## src/rtl/lsu_mem_port_pkg.sv

```systemverilog
// Shared codes, FSM states and the latched request
// bundle for the load/store memory port.
package lsu_mem_port_pkg;

  localparam logic [1:0] SZ_B = 2'b00;
  localparam logic [1:0] SZ_H = 2'b01;
  localparam logic [1:0] SZ_W = 2'b11;

  localparam logic [2:0] LD_NONE = 3'b000;
  localparam logic [2:0] LD_B    = 3'b001;
  localparam logic [2:0] LD_H    = 3'b010;
  localparam logic [2:0] LD_W    = 3'b011;
  localparam logic [2:0] LD_BU   = 3'b100;
  localparam logic [2:0] LD_HU   = 3'b101;

  typedef enum logic [1:0] {
    S_IDLE  = 2'b00,
    S_BEAT0 = 2'b01,
    S_BEAT1 = 2'b10,
    S_DONE  = 2'b11
  } state_t;

  typedef struct packed {
    logic        write;
    logic [31:0] addr;
    logic [31:0] wdata;
    logic [1:0]  size;
    logic [2:0]  ctrl;
  } lsu_req_t;

endpackage

```

## src/rtl/lsu_align.sv

```systemverilog
// Combinational sizing, lane masks, store shift and
// load extraction/extension for one access.
module lsu_align
  import lsu_mem_port_pkg::*;
(
  input  logic        wr,
  input  logic [1:0]  size,
  input  logic [2:0]  ctrl,
  input  logic [1:0]  off,
  input  logic [31:0] wdata,
  input  logic [63:0] rdata,
  output logic        split,
  output logic [7:0]  mask,
  output logic [63:0] wdata64,
  output logic [31:0] ldata
);

  logic [2:0]  n;
  logic [7:0]  m;
  logic [31:0] wm;
  logic [31:0] sh;

  always_comb begin
    n = 3'd4;
    if (wr) begin
      case (size)
        SZ_B:    n = 3'd1;
        SZ_H:    n = 3'd2;
        default: n = 3'd4;
      endcase
    end else begin
      case (ctrl)
        LD_B, LD_BU: n = 3'd1;
        LD_H, LD_HU: n = 3'd2;
        default:     n = 3'd4;
      endcase
    end
  end

  assign split = ({2'b00, off} + {1'b0, n}) > 4'd4;

  assign m    = (8'd1 << n) - 8'd1;
  assign mask = m << off;

  always_comb begin
    wm = wdata;
    unique case (1'b1)
      (n == 3'd1): wm = {24'd0, wdata[7:0]};
      (n == 3'd2): wm = {16'd0, wdata[15:0]};
      default:     wm = wdata;
    endcase
  end

  assign wdata64 = {32'd0, wm} << {off, 3'b000};

  assign sh = 32'(rdata >> {off, 3'b000});

  always_comb begin
    ldata = sh;
    unique case (1'b1)
      (ctrl == LD_B):  ldata = {{24{sh[7]}}, sh[7:0]};
      (ctrl == LD_H):  ldata = {{16{sh[15]}}, sh[15:0]};
      (ctrl == LD_BU): ldata = {24'd0, sh[7:0]};
      (ctrl == LD_HU): ldata = {16'd0, sh[15:0]};
      default:         ldata = sh;
    endcase
  end

endmodule

```

## src/rtl/lsu_mem_port.sv

```systemverilog
// Load/store memory port: req/ack bus FSM with
// misaligned split into two beats and ack timeout.
module lsu_mem_port
  import lsu_mem_port_pkg::*;
#(
  parameter int ACK_TIMEOUT = 255
) (
  input  logic        clk,
  input  logic        reset,
  input  logic        req_valid,
  input  logic        req_write,
  input  logic [31:0] req_addr,
  input  logic [31:0] req_wdata,
  input  logic [1:0]  req_store_size,
  input  logic [2:0]  req_load_ctrl,
  output logic        stall,
  output logic        done,
  output logic [31:0] load_data,
  output logic        err,
  output logic        mem_req,
  output logic        mem_we,
  output logic [31:0] mem_addr,
  output logic [31:0] mem_wdata,
  output logic [3:0]  mem_be,
  input  logic        mem_ack,
  input  logic [31:0] mem_rdata
);

  state_t      state;
  state_t      nxt;
  lsu_req_t    r;
  logic [31:0] lo;
  logic [31:0] cnt;
  logic        terr;
  logic        tmo;
  logic        beat;
  logic        fin;
  logic        split;
  logic [7:0]  mask;
  logic [63:0] w64;
  logic [63:0] rd64;
  logic [31:0] ldata;
  logic [31:0] base;

  assign base = {r.addr[31:2], 2'b00};
  assign beat = (state == S_BEAT0) ||
                (state == S_BEAT1);

  assign rd64 = (state == S_BEAT1) ?
                {mem_rdata, lo} :
                {32'd0, mem_rdata};

  lsu_align u_align (
    .wr      (r.write),
    .size    (r.size),
    .ctrl    (r.ctrl),
    .off     (r.addr[1:0]),
    .wdata   (r.wdata),
    .rdata   (rd64),
    .split   (split),
    .mask    (mask),
    .wdata64 (w64),
    .ldata   (ldata)
  );

  // Timeout fires on the last permitted cycle so mem_req
  // is held for exactly ACK_TIMEOUT cycles.
  assign tmo = (ACK_TIMEOUT != 0) && beat &&
               !mem_ack &&
               (cnt == 32'(ACK_TIMEOUT - 1));

  always_comb begin
    nxt       = state;
    mem_req   = 1'b0;
    mem_we    = 1'b0;
    mem_addr  = 32'd0;
    mem_wdata = 32'd0;
    mem_be    = 4'd0;
    done      = 1'b0;
    unique case (state)
      S_IDLE: begin
        if (req_valid) nxt = S_BEAT0;
      end
      S_BEAT0: begin
        mem_req   = 1'b1;
        mem_we    = r.write;
        mem_addr  = base;
        mem_be    = mask[3:0];
        mem_wdata = w64[31:0];
        if (mem_ack)
          nxt = split ? S_BEAT1 : S_DONE;
        else if (tmo)
          nxt = S_DONE;
      end
      S_BEAT1: begin
        mem_req   = 1'b1;
        mem_we    = r.write;
        mem_addr  = base + 32'd4;
        mem_be    = mask[7:4];
        mem_wdata = w64[63:32];
        if (mem_ack || tmo) nxt = S_DONE;
      end
      S_DONE: begin
        done = 1'b1;
        nxt  = S_IDLE;
      end
      default: nxt = S_IDLE;
    endcase
  end

  assign fin   = beat && (nxt == S_DONE);
  assign err   = done && terr;
  // Reset gating keeps stall low while a held request
  // sits against the reset.
  assign stall = !reset &&
                 ((state == S_IDLE && req_valid) || beat);

  always_ff @(posedge clk or posedge reset) begin
    if (reset) begin
      state     <= S_IDLE;
      r         <= '0;
      lo        <= 32'd0;
      cnt       <= 32'd0;
      terr      <= 1'b0;
      load_data <= 32'd0;
    end else begin
      state <= nxt;
      if (state == S_IDLE && req_valid) begin
        r.write <= req_write;
        r.addr  <= req_addr;
        r.wdata <= req_wdata;
        r.size  <= req_store_size;
        r.ctrl  <= req_load_ctrl;
      end
      if (state != nxt)
        cnt <= 32'd0;
      else if (beat)
        cnt <= cnt + 32'd1;
      if (state == S_BEAT0 && mem_ack)
        lo <= mem_rdata;
      if (fin) begin
        terr <= tmo;
        if (tmo)
          load_data <= 32'd0;
        else if (!r.write)
          load_data <= ldata;
      end
    end
  end

endmodule
```

## config.mk

```make
export PLATFORM = sky130hd
export DESIGN_NAME = lsu_mem_port
export DESIGN_NICKNAME = d
export VERILOG_FILES = /design/src/rtl/lsu_mem_port_pkg.sv /design/src/rtl/lsu_align.sv /design/src/rtl/lsu_mem_port.sv
export SDC_FILE = /design/constraint.sdc
export NUM_CORES = 1
export LEC_CHECK = 0
export BUFFER_PORTS_ARGS = -buffer_cell sky130_fd_sc_hd__buf_4
export CORE_ASPECT_RATIO = 0.75
export CORE_UTILIZATION = 25
export DETAILED_ROUTE_END_ITERATION = 10
export GPL_ROUTABILITY_DRIVEN = 0
export PLACE_DENSITY = 0.48
export SYNTH_ARGS = -nofsm -noshare
export SYNTH_HDL_FRONTEND = slang
export SYNTH_SLANG_ARGS = --single-unit
```

## constraint.sdc

```tcl
create_clock -name clk -period 5.9 [get_ports clk]
set_input_delay 1.18 -clock clk [delete_from_list [all_inputs] [get_ports clk]]
set_output_delay 1.18 -clock clk [all_outputs]
set_load 0.05 [all_outputs]
```

# After elaboration in Yosys (flattened, before gate mapping)
# Index checks and enable logic that the tools add are counted.
[totals] ff_bits=169 inputBits=106 out_inout_bits=105 elab_cells=74
[classes] n_addsub=4 order_cmp=1 eq_ne=14 n_shift=4 muxes=22 reduce_logical=19
[op_table] operator="one-hot mux 32 bit (2 select lines)" n=3
[op_table] operator="2-to-1 mux 32 bit" n=4
[op_table] operator="one-hot mux 32 bit (4 select lines)" n=1
[op_table] operator="2-to-1 mux 64 bit" n=1
[op_table] operator="left shift 32 x 5 -> 64 bit" n=1
[op_table] operator="right shift 64 x 5 -> 32 bit" n=1
[op_table] operator="adder 32 x 1 -> 32 bit (second input constant)" n=1
[op_table] operator="adder 32 x 3 -> 32 bit (second input constant)" n=1
[op_table] operator="== test 32 x 8 -> 1 bit (second input constant)" n=1
[op_table] operator="one-hot mux 3 bit (2 select lines)" n=2
[op_table] operator="2-to-1 mux 2 bit" n=4
[op_table] operator="one-hot mux 2 bit (4 select lines)" n=1
[op_table] operator="one-hot mux 4 bit (2 select lines)" n=1
[op_table] operator="left shift 1 x 3 -> 8 bit (first input constant)" n=1
[op_table] operator="left shift 8 x 2 -> 8 bit" n=1
[op_table] operator="subtractor 8 x 1 -> 8 bit (second input constant)" n=1
[op_table] operator="logical AND 1 bit" n=7
[op_table] operator="== test 2 bit (second input constant)" n=3
[op_table] operator="== test 3 x 1 -> 1 bit (second input constant)" n=2
[op_table] operator="== test 3 x 2 -> 1 bit (second input constant)" n=2
[op_table] operator="== test 3 bit (second input constant)" n=2
[op_table] operator="OR reduction 2 bit" n=3
[op_table] operator="adder 2 x 3 -> 4 bit" n=1
[op_table] operator="== test 2 x 1 -> 1 bit (second input constant)" n=2
[op_table] operator="10 further kinds" n=17

# Depth between registers and ports, before layout
# Gate-level depths: netlist of the first run.
[depth] ltp_word=12 mapped_depth=14 ltp_nobuf=11

# Modules after synthesis
# From an unflattened synthesis of the first run, not the netlist that was laid out.
[hier_totals] cells_unflattened=1136 hier_area_um2=11262.1
[modules_own_cells] mod="lsu_mem_port" instances=1 cells_per_inst=838 area_per_inst_um2=9011.1 seq_area_each_um2=4229.1
[modules_own_cells] mod="lsu_align" instances=1 cells_per_inst=298 area_per_inst_um2=2250.9 seq_area_each_um2=0.0

# Least setup slack after synthesis of the first run
# OpenSTA, ideal clock, no wires.
[synth_path] kind="flip-flop to output port" startpoint="register state[0]" endpoint="output port mem_addr[22]" t_arrival_ns=3.678 slack_ns=1.042 path_stages_with_launch=10 path_buffers=5 cell_sequence="dfrtp_1 inv_1 ha_1 buf_2 buf_2 buf_2 buf_2 nand2_1 clkbuf_1 o41ai_1"
[synth_between] elab_chain_cells=2
[synth_lines] element="start, declared" line_no="lsu_mem_port.sv:29" text="state_t state;"
[synth_lines] element="start signal, assigned" line_no="lsu_mem_port.sv:127" text="state <= nxt;"
[synth_lines] element="== test 2 bit / == test 2 x 1 -> 1 bit (equally long branches)" line_no="lsu_mem_port.sv:80" text="unique case (state)"
[synth_lines] element="one-hot mux 32 bit (2 select lines) (*)" line_no="lsu_mem_port.sv:80"
[synth_lines] element="end, declared" line_no="lsu_mem_port.sv:22" text="output logic [31:0] mem_addr,"
# Mark *: on every way between the ends. The rest lies on a longest branch, timed or not.

# Worst setup path in the final report of the first run
[layout_path] startpoint="register, netlist name r[2]" endpoint="output port mem_be[2]"
[layout_between] elab_chain_cells=8
[layout_lines] element="== test 3 bit, or another cell as far along" line_no="lsu_align.sv:32" text="case (ctrl)"
[layout_lines] element="OR reduction 2 bit" line_no="lsu_align.sv:32"
[layout_lines] element="one-hot mux 3 bit (2 select lines) (*)" line_no="lsu_align.sv:32"
[layout_lines] element="2-to-1 mux 3 bit (*)" line_no="lsu_align.sv:25" text="if (wr) begin"
[layout_lines] element="left shift 1 x 3 -> 8 bit (*)" line_no="lsu_align.sv:42" text="assign m = (8'd1 << n) - 8'd1;"
[layout_lines] element="subtractor 8 x 1 -> 8 bit (*)" line_no="lsu_align.sv:42"
[layout_lines] element="left shift 8 x 2 -> 8 bit (*)" line_no="lsu_align.sv:43" text="assign mask = m << off;"
[layout_lines] element="one-hot mux 4 bit (2 select lines) (*)" line_no="lsu_mem_port.sv:80"
[layout_lines] element="end, declared" line_no="lsu_mem_port.sv:24" text="output logic [3:0] mem_be,"
# Marks and branches as above.

==> results_dict.tcl, run 1 <==
set metrics [dict create \
    fmax_ghz 0.200 \
    min_period_over_period_pct 84.9 \
    drc 0 \
    io_buffers 208 \
    routedWlPerCell_microns 19.4 \
    tightest_slew_ns 1.16 \
    cp_cell_sequence "xnor2_1, o32ai_1, clkinv_1, ha_1, a21boi_0, or3b_2, o2bb2ai_1, o2bb2ai_1, buf_4" \
    wirelength_mm 35.1 \
    yosysUniqueCellTypes 70 \
    ys_seq_area_share_pct 40.8 \
    dpl_cell_area_sq_um 12400 \
    leakage_nw 5.67 \
    rrSetupSlack_ns 1.66 \
    final_cell_area_sq_um 13000 \
    ctsResizeCount 0 \
    post_synth.cell_area_avg_sq_um 9.42 \
    htreeDepth 4 \
    hold_violations 0 \
    path_depth 9 \
    grt_pass1_wl_mm 53.8 \
    p_total_mw 8.27 \
    ys_warn_count 0 \
    crit_top_cell "o2bb2ai_1" \
    io_pins 211 \
    synth_cells 1101 \
    p_seq_share_pct 25.7 \
    via_per_inst 5.14 \
    clock_skew_ns 0.0103 \
    cts_root_buf "clkbuf_16" \
    crit_path_top_delay_cell "o32ai_1" \
    rows 64 \
    max-clock-path-buffers 2 \
    yosys.area.top_type "dfrtp_1" \
    cts_tree "done" \
    reg2reg_to "load_data[30]" \
    critical_path.startpoint "r[2]" \
    drt_iter0_drc 773 \
    rsz0062_at_grt "false" \
    dr_total_vias 9284 \
    layout_commonest_cell "buf_4" \
    path_class "reg -> out" \
    crit_path_max_fanout 9 \
    insertion_delay_ns 0.45 \
    setup_violations 0 \
    critical_path_buf_inv_count 2 \
    cap_violations 0 \
    grt.total_usage_pct 16.7 \
    synth-edff-count 0 \
    critical_path.top_delay_family "compound AO/OA/AOI/OAI gates" \
    status "completed" \
    clock-sinks 169 \
    netlist_top_cells_area "dfrtp_1 (41%), mux2_2 (12%), mux2i_1 (5.4%), nand2_1 (4.7%), o21ai_0 (4.3%)" \
    start_util_pct 25.4 \
    hpwl_mm 25.0 \
    cp.arrival_ns 3.83 \
    overflow 0 \
    clkTransAtPathRegs_ns 0.07 \
    pwr-share-comb_pct 59.8 \
    tns_ns 0 \
    power.switching_mw 4.24 \
    reg2reg_depth 11 \
    endpoint "mem_be[2]" \
    numCtsBuffers 17 \
    vdd_drop_max_mv 0.341 \
    nNetsFinal 1384 \
    dp_cells 1775 \
    first_pass_iters 5 \
    slew_headroom_pct 22.1 \
    start_kind "flip-flop" \
    post-cts-setup-buffers 0 \
    dieArea_sq_um 42300 \
    drive_gt1_share_pct 30.6 \
    p_clk_share_pct 14.5 \
    r2r_start "r[2]" \
    power_density_nw_per_um2 637 \
    yosys.area.top_type_share_pct 40.8 \
    cts_hold_buffers 0 \
    end_kind "primary output" \
    antenna_found_initial 0 \
    cp_slowest_stage_delay_ns 0.73 \
    syn2layout_area_growth_pct 25.2 \
    cp.required_ns 4.72 \
    layout.cells.non_filler 1807 \
    maxSlewViolCount 0 \
    syn_area_sq_um 10400 \
    coreArea_sq_um 40800 \
    ys_seq_elements 169 \
    grt_max_degree 85 \
    postSynth.asyncResetShare_pct 100 \
    synthFlopType "dfrtp_1" \
    grt_pass1_vias 8794 \
    die_y_microns 178 \
    die_x_microns 237 \
    mostFrequentLayoutCells "buf_4 (222), dfrtp_1 (168), nand2_1 (130), mux2_2 (106), o21ai_0 (89)" \
    switching_share_pct 51.2 \
    ant_nets 0 \
    p_int_mw 4.04 \
    antenna_cells 0 \
    hp-class "reg -> reg" \
    period_needed_ns 5.01 \
]
metal layers:
metal / part of all wire (%) / up-vias / track usage (%) / routed length, microns
li1: - / 4342 / - / -
met5: 0 / - / 0 / 0
met3: 5.8 / 21 / 3.78 / 2030
met2: 43 / 298 / 24.3 / 15200
met4: 1.1 / 0 / 3.95 / 383
met1: 50 / 4623 / 24.7 / 17500
cells in the mapped netlist (19+ instances only):
| cell | n |
|---|---|
| xor2_1 | 22 |
| nand2_1 | 131 |
| dfrtp_1 | 169 |
| a21oi_1 | 36 |
| mux2_2 | 106 |
| nor3_1 | 22 |
| o21ai_0 | 89 |
| a22o_1 | 26 |
| and2_1 | 19 |
| mux2i_1 | 56 |
| nor2_1 | 82 |
| a22oi_1 | 31 |
| clkbuf_1 | 37 |
| nand3_1 | 24 |
| nand4_1 | 19 |
state kept, by name, summed over array words and instances (netlist names):
name and cells:
r 40, lo 32, terr 1, load_data 32, state 2, base 30, cnt 32
metrics by stage:
stage          hold WS, ns  utilization [%]  setup WS [ns]
6_report             0.482             31.8          0.889
5_1_grt              0.510             31.8          0.563
4_1_cts              0.487             31.8          0.785
2_1_floorplan        0.458                -          0.145
3_3_place_gp         0.469             30.3           1.39
3_5_place_dp         0.471             30.3           1.27
final cells by class:
type,count,area [sq um]
flip-flops and latches,169,4230
clock buffers,19,443
repair buffers,222,1670
multi-input cells,837,5730
inverters,19,76.3
well taps,528,661
clock inverters,13,168
fillers,4234,27900
logic make-up (layout without fill, tap and decap cells):
group,count (synthesis),count (layout),synth area share [%]
mux,163,163,17.1
compound gates,255,255,16.1
fa+ha+maj,12,12,1.52
flops,169,169,40.8
xor+xnor,37,37,3.13
other cells,2,3,0.0724
buf+inv,96,273,4.07
simple gates,367,367,17.2
power groups by stage:
stage          clock network, mW  registers (mW)  logic, mW
3_5_place_dp                   0            2.14       4.95
4_1_cts                     1.24            2.11       4.97
6_report                    1.20            2.12       4.95
3_3_place_gp                   0            2.12       4.92
5_1_grt                     1.28            2.20       5.33
2_1_floorplan                  0            2.21       3.41
worst min path at each step:
| stage | start | end | slack [ns] | cells past startpoint |
|---|---|---|---|---|
| final | load_data[26] | load_data[26] | 0.48 | 1 |
| after global routing | load_data[27] | load_data[27] | 0.51 | 1 |
| after CTS | load_data[26] | load_data[26] | 0.49 | 1 |
| after detailed placement | load_data[26] | load_data[26] | 0.47 | 1 |
| after global placement | load_data[25] | load_data[25] | 0.47 | 1 |
| after floorplan | terr | terr | 0.46 | 2 |
Power figures use the tool's default switching activity.
==> inputs of run 2 (changes only) <==
PLACE_DENSITY = 0.47   (was 0.48)
clock period = 4.9 ns   (was 5.9 ns; I/O delays follow)
==> run 2 against run 1 <==
Wire length is 1.5% higher. Die area stayed put. Sequential power is 20% higher. Count of clock-buffer cells in the layout stayed put. Final cell count is 0.17% higher. Clock skew is 0.0021 ns higher. Utilization is 0.16 points lower. Power is 18% higher. Critical endpoint unchanged.
==> results_dict.tcl, run 2 (synthesis gave the netlist of run 1 again) <==
set metrics [dict create \
    overflow 0 \
    path_class "reg -> out" \
    clock_skew_ns 0.0124 \
    hold_depth 1 \
    via_per_inst 5.01 \
    grt_pass1_vias 8703 \
    hold_violations 0 \
    routedWlPerCell_microns 19.7 \
    min_period_over_period_pct 95.1 \
    io_pins 211 \
    cap_violations 0 \
    hpwl_mm 25.5 \
    leakage_nw 5.63 \
    top_register "r" \
    status "completed" \
    tightest_slew_ns 1.00 \
    cp.required_ns 3.92 \
    crit_path_max_fanout 9 \
    top_layer "met5" \
    hp-class "reg -> reg" \
    insertion_delay_ns 0.45 \
    wl_met1_mm 17.6 \
    holdWs_ns 0.482 \
    ctsResizeCount 0 \
    cts_root_buf "clkbuf_16" \
    drc 0 \
    coreArea_sq_um 40800 \
    grt_max_degree 71 \
    post-cts-setup-buffers 0 \
    wl_met2_mm 15.4 \
    wl_met3_mm 2.31 \
    layout_commonest_cell "buf_4" \
    antenna_found_initial 4 \
    syn2layout_area_growth_pct 24.6 \
    vdd_drop_max_mv 0.354 \
    power_density_nw_per_um2 753 \
    ant_nets 0 \
    cts_tree "done" \
    p_total_mw 9.72 \
    numCtsBuffers 17 \
    reg2reg_depth 11 \
    clock-sinks 169 \
    htreeDepth 4 \
    first_pass_iters 5 \
    period_needed_ns 4.66 \
    rows 64 \
    grt_pass1_wl_mm 54.3 \
    die_x_microns 237 \
    clkTransAtPathRegs_ns 0.06 \
    largest_register_ffs 40 \
    end_kind "primary output" \
    mostFrequentLayoutCells "buf_4 (227), dfrtp_1 (168), nand2_1 (130), mux2_2 (106), o21ai_0 (89)" \
    nNetsFinal 1389 \
    die_y_microns 178 \
    max-clock-path-buffers 2 \
    fmax_ghz 0.215 \
    tns_ns 0 \
    wirelength_mm 35.6 \
    dieArea_sq_um 42300 \
    drive_gt1_share_pct 30.7 \
    rsz0062_at_grt "false" \
    io_buffers 208 \
    grt.total_usage_pct 17.0 \
    maxSlewViolCount 0 \
    start_util_pct 25.4 \
    dr_total_vias 9065 \
    antenna_cells 0 \
    cp.arrival_ns 3.68 \
    start_kind "flip-flop" \
    cts_hold_buffers 0 \
    fin_util_pct 31.6 \
    drt_iter0_drc 683 \
    setup_violations 0 \
    slew_headroom_pct 33.3 \
]
==> run 2: changes by cell type in the layout (fill, tap and decap cells not counted) <==
cell / change
clkbuf_1: +1
clkbuf_8: -1
inv_6: -2
buf_4: +5
clkinvlp_4: +6
inv_8: -1
clkinv_4: -2
bufinv_16: -3
==> run 2: final cells by class <==
cell class              instances  area, sq um
clock buffers                  19          433
clock inverters                11         77.6
fillers                      4283        27900
inverters                      19         75.1
multi-input cells             837         5730
flip-flops and latches        169         4230
well taps                     528          661
repair buffers                227         1700
==> run 2: path summary, 6_finish.rpt <==
path	startpoint	to	slack [ns]
worst max-delay path	r[2]	mem_be[2]	0.24
worst min-delay path	load_data[26]	load_data[26]	0.48
worst max register to register	r[2]	load_data[30]	0.82
worst min register to register	load_data[26]	load_data[26]	0.48
max in group asynchronous	reset	lo[25]	3.43
min in group asynchronous	reset	r[38]	0.78
==> run 2: per-stage QoR <==
step | area (sq um) | setup WS (ns) | std cells
global route | 12900 | 0.00841 | 1810
detailed placement | 12400 | 0.720 | 1780
floorplan | 10400 | 0.242 | 1102
global placement | 12400 | 0.832 | 1780
finish | 12900 | 0.239 | 1810
CTS | 12900 | 0.218 | 1810
==> run 2: critical path, stage by stage, from the launching register on <==
cell and delay [ns]:
dfrtp_1 0.47, xnor2_1 0.17, o32ai_1 0.61, clkinv_1 0.53
ha_1 0.36, a21boi_0 0.15, or3b_2 0.47, o2bb2ai_1 0.13
o2bb2ai_1 0.14, buf_4 0.21
==> run 2: report_power, final <==
part | internal (mW) | switching, mW
Sequential | 1.96 | 0.588
Combinational | 2.09 | 3.86
Clock | 0.641 | 0.592
==> run 2: per-layer routing <==
layer	up-vias	global-route usage, %
li1	4324	-
met5	-	0
met3	22	4.95
met2	270	24.8
met1	4441	24.7
met4	8	3.23
